[src/rtl/fifo_serializer_if.sv]
// Read-side handshake between the byte FIFO and the serializer that drains it.
// Handshake: READ is a one-cycle request qualified by !FIFO_EMPTY; the FIFO answers
// with FIFO_VALID=1 and FIFO_DATA on the very next cycle, and never otherwise.
interface fifo_serializer_if #(
    parameter int DATA_W = 8
);
    logic              FIFO_EMPTY;
    logic [DATA_W-1:0] FIFO_DATA;
    logic              FIFO_VALID;
    logic              READ;

    modport master (
        input  FIFO_EMPTY,
        input  FIFO_DATA,
        input  FIFO_VALID,
        output READ
    );

    modport slave (
        output FIFO_EMPTY,
        output FIFO_DATA,
        output FIFO_VALID,
        input  READ
    );
endinterface

[src/rtl/fifo_serializer.sv]
// Drains the byte FIFO and shifts bytes out MSB first, filling empty symbol slots with
// IDLE_SYM; the next byte is fetched at bit DATA_W-2 so consecutive bytes are gapless.
module fifo_serializer #(
    parameter int                DATA_W   = 8,
    parameter logic [DATA_W-1:0] IDLE_SYM = 8'hBC
) (
    input  logic                      CLK,
    input  logic                      RESET_L,
    fifo_serializer_if.master         fifo,
    input  logic                      PAUSE,
    output logic                      SERIAL_OUT,
    output logic                      DATA_ACTIVE,
    output logic                      BYTE_DONE,
    output logic                      ERR,
    output logic [$clog2(DATA_W)-1:0] DBG_CNT,
    output logic                      DBG_PEND,
    output logic                      DBG_MODE
);
    localparam int CW = $clog2(DATA_W);
    localparam logic [CW-1:0] CNT_LAST  = CW'(DATA_W - 1);
    localparam logic [CW-1:0] CNT_FETCH = CW'(DATA_W - 2);

    typedef enum logic {
        MODE_IDLE = 1'b0,
        MODE_DATA = 1'b1
    } mode_e;

    mode_e             mode_q, mode_d;
    logic [CW-1:0]     cnt_q, cnt_d;
    logic [DATA_W-1:0] sr_q, sr_d;
    logic              pend_q, pend_d;
    logic              err_q, err_d;
    logic              read_req;

    always_ff @(posedge CLK or negedge RESET_L) begin
        if (!RESET_L) begin
            mode_q <= MODE_IDLE;
            cnt_q  <= '0;
            sr_q   <= IDLE_SYM;
            pend_q <= 1'b0;
            err_q  <= 1'b0;
        end else begin
            mode_q <= mode_d;
            cnt_q  <= cnt_d;
            sr_q   <= sr_d;
            pend_q <= pend_d;
            err_q  <= err_d;
        end
    end

    always_comb begin
        cnt_d    = (cnt_q == CNT_LAST) ? '0 : cnt_q + 1'b1;
        sr_d     = {sr_q[DATA_W-2:0], 1'b0};
        mode_d   = mode_q;
        pend_d   = pend_q;
        err_d    = err_q;
        // RESET_L term keeps READ low while reset is held, whatever cnt reads.
        read_req = (cnt_q == CNT_FETCH) && !fifo.FIFO_EMPTY && !PAUSE && RESET_L;

        if (cnt_q == CNT_FETCH) begin
            pend_d = read_req;
        end

        if (cnt_q == CNT_LAST) begin
            pend_d = 1'b0;
            if (pend_q && fifo.FIFO_VALID) begin
                sr_d   = fifo.FIFO_DATA;
                mode_d = MODE_DATA;
            end else begin
                sr_d   = IDLE_SYM;
                mode_d = MODE_IDLE;
            end
        end

        // Unsolicited data is dropped; a missing answer costs the byte. Both are sticky.
        if (fifo.FIFO_VALID && !pend_q) begin
            err_d = 1'b1;
        end
        if (pend_q && (cnt_q == CNT_LAST) && !fifo.FIFO_VALID) begin
            err_d = 1'b1;
        end
    end

    assign fifo.READ   = read_req;
    assign SERIAL_OUT  = sr_q[DATA_W-1];
    assign DATA_ACTIVE = (mode_q == MODE_DATA);
    assign BYTE_DONE   = (cnt_q == CNT_LAST) && (mode_q == MODE_DATA);
    assign ERR         = err_q;
    assign DBG_CNT     = cnt_q;
    assign DBG_PEND    = pend_q;
    assign DBG_MODE    = mode_q;
endmodule

[src/flat_wrapper.sv]
// flat-port wrapper written by rule: the top's interface ports become plain ports
module fifo_serializer_flat 
#(
    parameter int                DATA_W   = 8,
    parameter logic [DATA_W-1:0] IDLE_SYM = 8'hBC
)
  (CLK, RESET_L, PAUSE, SERIAL_OUT, DATA_ACTIVE, BYTE_DONE, ERR, DBG_CNT, DBG_PEND, DBG_MODE, fifo_FIFO_EMPTY, fifo_FIFO_DATA, fifo_FIFO_VALID, fifo_READ);
  fifo_serializer_if #(.DATA_W(DATA_W)) fifo_i ();
  input  logic CLK;
  input  logic RESET_L;
  input  logic PAUSE;
  output logic SERIAL_OUT;
  output logic DATA_ACTIVE;
  output logic BYTE_DONE;
  output logic ERR;
  output logic [$clog2(DATA_W)-1:0] DBG_CNT;
  output logic DBG_PEND;
  output logic DBG_MODE;
  input wire logic [$bits(fifo_i.FIFO_EMPTY)-1:0] fifo_FIFO_EMPTY;
  input wire logic [$bits(fifo_i.FIFO_DATA)-1:0] fifo_FIFO_DATA;
  input wire logic [$bits(fifo_i.FIFO_VALID)-1:0] fifo_FIFO_VALID;
  output wire logic [$bits(fifo_i.READ)-1:0] fifo_READ;
  assign fifo_i.FIFO_EMPTY = fifo_FIFO_EMPTY;
  assign fifo_i.FIFO_DATA = fifo_FIFO_DATA;
  assign fifo_i.FIFO_VALID = fifo_FIFO_VALID;
  assign fifo_READ = fifo_i.READ;
  fifo_serializer #(.DATA_W(DATA_W), .IDLE_SYM(IDLE_SYM)) u_core (.CLK(CLK), .RESET_L(RESET_L), .fifo(fifo_i), .PAUSE(PAUSE), .SERIAL_OUT(SERIAL_OUT), .DATA_ACTIVE(DATA_ACTIVE), .BYTE_DONE(BYTE_DONE), .ERR(ERR), .DBG_CNT(DBG_CNT), .DBG_PEND(DBG_PEND), .DBG_MODE(DBG_MODE));
endmodule
[config.mk]
export PLATFORM = sky130hd
export DESIGN_NAME = fifo_serializer_flat
export DESIGN_NICKNAME = d
export VERILOG_FILES = /design/src/rtl/fifo_serializer_if.sv /design/src/rtl/fifo_serializer.sv /design/src/flat_wrapper.sv
export SDC_FILE = /design/constraint.sdc
export NUM_CORES = 1
export LEC_CHECK = 0
export CAP_MARGIN = 20
export CORE_MARGIN = 2
export CORE_UTILIZATION = 43
export CTS_CLUSTER_SIZE = 30
export DETAILED_ROUTE_END_ITERATION = 8
export PLACE_DENSITY = 0.76
export SLEW_MARGIN = 20
export SYNTH_ARGS = -nofsm -noshare
export SYNTH_HDL_FRONTEND = slang
export SYNTH_SLANG_ARGS = --single-unit
[constraint.sdc]
create_clock -name CLK -period 3.9 [get_ports CLK]
set_input_delay 0.585 -clock CLK [delete_from_list [all_inputs] [get_ports CLK]]
set_output_delay 0.585 -clock CLK [all_outputs]
set_load 0.01 [all_outputs]
# Word-level counts from Yosys, hierarchy flattened
# Cells that the tools add are included.
[word_totals] ff_bits=14 in_bits=13 elab_cells=30
[op_classes] addsub=1 eq_ne=2 mux=8 reduce_logical=14
[ops] op="$mux 8" count=2
[ops] op="$logic_and 1x1->1" count=8
[ops] op="$eq 3x3->1 const B" count=2
[ops] op="$mux 1" count=5
[ops] op="$logic_not 1->1" count=4
[ops] op="$reduce_bool 2->1" count=2
[ops] op="$add 3x1->3 const B" count=1
[ops] op="$mux 3" count=1

# Logic depth before layout (Yosys ltp)
[logic_depth] ltp_word=6 depth_mapped=5

# Worst setup path after synthesis
# Ideal clock, no wire load.
[synth_timing] path_type="register to output" startpoint="register u_core.cnt_q[0] (netlist: u_core.DBG_CNT[0])" endpoint="output fifo_READ" arrival_time_ns=1.172 setup_slack_ns=2.143 path_stages_with_launch=5 path_buffers=0 cell_sequence="dfrtp_1 inv_1 ha_1 nand2_1 nor4b_1"
[synth_via] elab_chain_cells=4
[synth_rtl] item="start, declared" line="fifo_serializer.sv:29" rtl="logic [CW-1:0] cnt_q, cnt_d;"
[synth_rtl] item="start signal, assigned" line="fifo_serializer.sv:44" rtl="cnt_q <= cnt_d;"
[synth_rtl] item="$eq 3x3->1" line="fifo_serializer.sv:58" rtl="read_req = (cnt_q == CNT_FETCH) && !fifo.FIFO_EMPTY && !PAUSE && RESET_L;"
[synth_rtl] item="$logic_and 1x1->1 (3 in series)" line="fifo_serializer.sv:58"
[synth_rtl] item="end, declared" line="flat_wrapper.sv:22" rtl="output wire logic [$bits(fifo_i.READ)-1:0] fifo_READ;"
# No other way between the ends.

# Worst setup path after layout
[layout_timing] startpoint="input RESET_L" endpoint="output fifo_READ"
[layout_via] elab_chain_cells=1
[layout_rtl] item="start, declared" line="flat_wrapper.sv:10" rtl="input logic RESET_L;"
[layout_rtl] item="$logic_and 1x1->1" line="fifo_serializer.sv:58"
# No other way between the ends.

==> metrics.txt <==
number of cell rows=13; CTS Sinks=14; fin nets=between 80 and 90; CP bufs+invs=3; gpl congestion=roughly 0.67; largest net degree at the start of global routing=17; Post-Route Setup TNS=0 ps; CP Launch Type=input pin; global-route wire length before repair=between 1500 and 2000 um; # IOs=23; initial antenna violation count=0; Die W=40.47 um; Avg Vias per Cell=5.120; flops & latches, synth=14; status=finished clean; Worst EP required=3310 ps; synth warn=0; total power=0.0002743 W; Leakage=0.3778 nW; Pins Over Slew Limit=0; crit-path max FO=16; Top delay family on crit path=buffers and inverters; gr usage total=0.1916; Setup Fix Bufs, Post-CTS=0; core area=approximately 1300 sq um; DRT Wirelength=about 1200 um; fmax=about 360 MHz; number of global-route vias before repair=394; Final min period=roughly 2700 ps; CTS hold repair buffers=0; most used cell, CP=clkdlybuf4s50_1; drt drc=0; cell area after synthesis=between 500 and 600 sq um; maxcap violations=0; Worst path slowest cell=clkdlybuf4s50_1; maximum clock path buffer count=2; DRT Pass-1 Iters=4; Hold/Removal Path Class=flip-flop to flip-flop; CTS H-Tree Depth=1; CP Capture Type=output pin; # port buffers=22; Slew headroom=0.7189; worst-path cell chain=clkdlybuf4s50_1, buf_4, nor4b_1, clkdlybuf4s50_1; layout cell share with drive strength beyond 1=0.1471; Overflow after GRT=0; DP HPWL=between 800 and 900 um; final-report hold violation count=0; Unique masters post-synth=18; via count=425; DRT antenna net count=0; PD cells=roughly 330 nW/um^2; TritonCTS buffer count=3; Tcrit/Tclk final=0.7033; Post-CTS Resized=0; Syn Inst Count=43; clock skew=0.6351 ps; Final setup viols=0; Tightest Pin Transition=421.7 ps; Final Hold Slack=467.1 ps; drt wl/cell=roughly 14 um; Die ar.=about 1600 sq um; root buffer cell=clkbuf_4; CP peak stage delay=610 ps; Worst VDD drop=around 200 uV; Clock transition at path regs=90 ps; starting density of the core=0.4507; CP arrival=2160 ps; CTS tree=yes; Post-Syn Nets=approximately 60; RSZ-0062 raised after global routing=no; n_diodes=0; critical path type=input pin to output pin; Avg Cell Area, Syn=roughly 13 sq um; register area share after synthesis=0.6236; latest clock arrival within the worst-skew pair=about 280 ps; Area Growth Syn to Fin=47.26%; DRT iter0 DRCs=8; Die H=just over 40 um
-- state kept, by name (all words and copies together) (netlist names) --
signal / count
u_core.sr_q: 8
u_core.DBG_CNT: 3
u_core.DBG_PEND: 1
u_core.ERR: 1
u_core.DATA_ACTIVE: 1
-- placed cells by master (no fill, tap or decap), types with 2 or more instances in the layout --
master / netlist / routed
clkbuf_4: 0 / 3
a21o_1: 3 / 3
dfrtp_1: 9 / 9
inv_1: 3 / 3
a22o_1: 2 / 2
clkdlybuf4s50_1: 0 / 22
ha_1: 3 / 3
o22a_1: 5 / 5
and2_1: 2 / 2
nand2_1: 2 / 2
dfstp_2: 5 / 5
-- cell usage after synthesis --
master | number | area share
o22a_1 | 5 | 0.077
nand2b_1 | 1 | 0.011
or4b_1 | 1 | 0.018
nand2_1 | 2 | 0.013
a22o_1 | 2 | 0.031
and3_1 | 1 | 0.011
a21o_1 | 3 | 0.039
ha_1 | 3 | 0.066
dfrtp_1 | 9 | 0.39
and2_1 | 2 | 0.022
dfstp_2 | 5 | 0.23
nor4b_1 | 1 | 0.015
mux2i_1 | 1 | 0.018
buf_2 | 1 | 0.0087
inv_1 | 3 | 0.020
nor2_1 | 1 | 0.0066
buf_4 | 1 | 0.013
nand3_1 | 1 | 0.0087
-- through the flow --
step,cells,util,worst slack (ps),instance area [sq um]
after floorplan,43,-,2143,571.8
after global placement,79,0.6351,1224,805.8
after detailed placement,79,0.6351,1172,805.8
after CTS,83,0.6637,1164,842.1
after global routing,83,0.6637,1014,842.1
final,83,0.6637,1157,842.1
-- cell type report --
cell class                 instances  area (sq um)
sequential                        14         356.6
fill                             102         426.7
timing repair buffer              23         227.7
multi-input combinational         24         191.4
inverter                           3         11.26
tap                               15         18.77
clock buffer                       4         36.28
-- per-layer routing --
| metal | part of all wire | up-vias | track usage |
|---|---|---|---|
| li1 | - | 201 | - |
| met4 | 0.016 | 0 | 0.1250 |
| met5 | 0 | - | 0 |
| met1 | 0.43 | 209 | 0.2386 |
| met3 | 0.055 | 2 | 0.03333 |
| met2 | 0.50 | 13 | 0.3016 |
-- worst register-to-register path, delay by kind of cell (launching register included) --
family / cells / cell delay, ps
mux: 1 / 130
fa+ha+maj: 2 / 550
simple gates: 1 / 580
flops: 1 / 420
-- path summary, 6_finish.rpt --
path	from	to	slack (ps)	depth (start not counted)
setup / recovery	RESET_L	fifo_READ	1160	4
setup reg to reg	u_core.DBG_CNT[0]	u_core.DBG_PEND	2160	4
hold reg to reg	u_core.ERR	u_core.ERR	470	1
min in group asynchronous	RESET_L	u_core.DBG_PEND	600	2
hold / removal	u_core.ERR	u_core.ERR	470	1
max in group asynchronous	RESET_L	u_core.sr_q[7]	3050	2
-- cell families (layout without fill, tap and decap cells) --
logic type      Yosys count  count (layout)  synth area share
compound gates           10              10            0.1466
fa+ha+maj                 3               3           0.06565
buf+inv                   5              30           0.04157
flops                    14              14            0.6236
mux                       1               1           0.01751
simple gates             10              10            0.1050
-- where the power goes --
| group | internal [W] | total (W) | switching (W) |
|---|---|---|---|
| clock | 0.0000568 | 0.000106 | 0.0000489 |
| combinational | 0.0000141 | 0.0000207 | 0.00000658 |
| sequential | 0.000147 | 0.000148 | 0.000000609 |
Note: power is estimated with default switching activity, not from simulation.
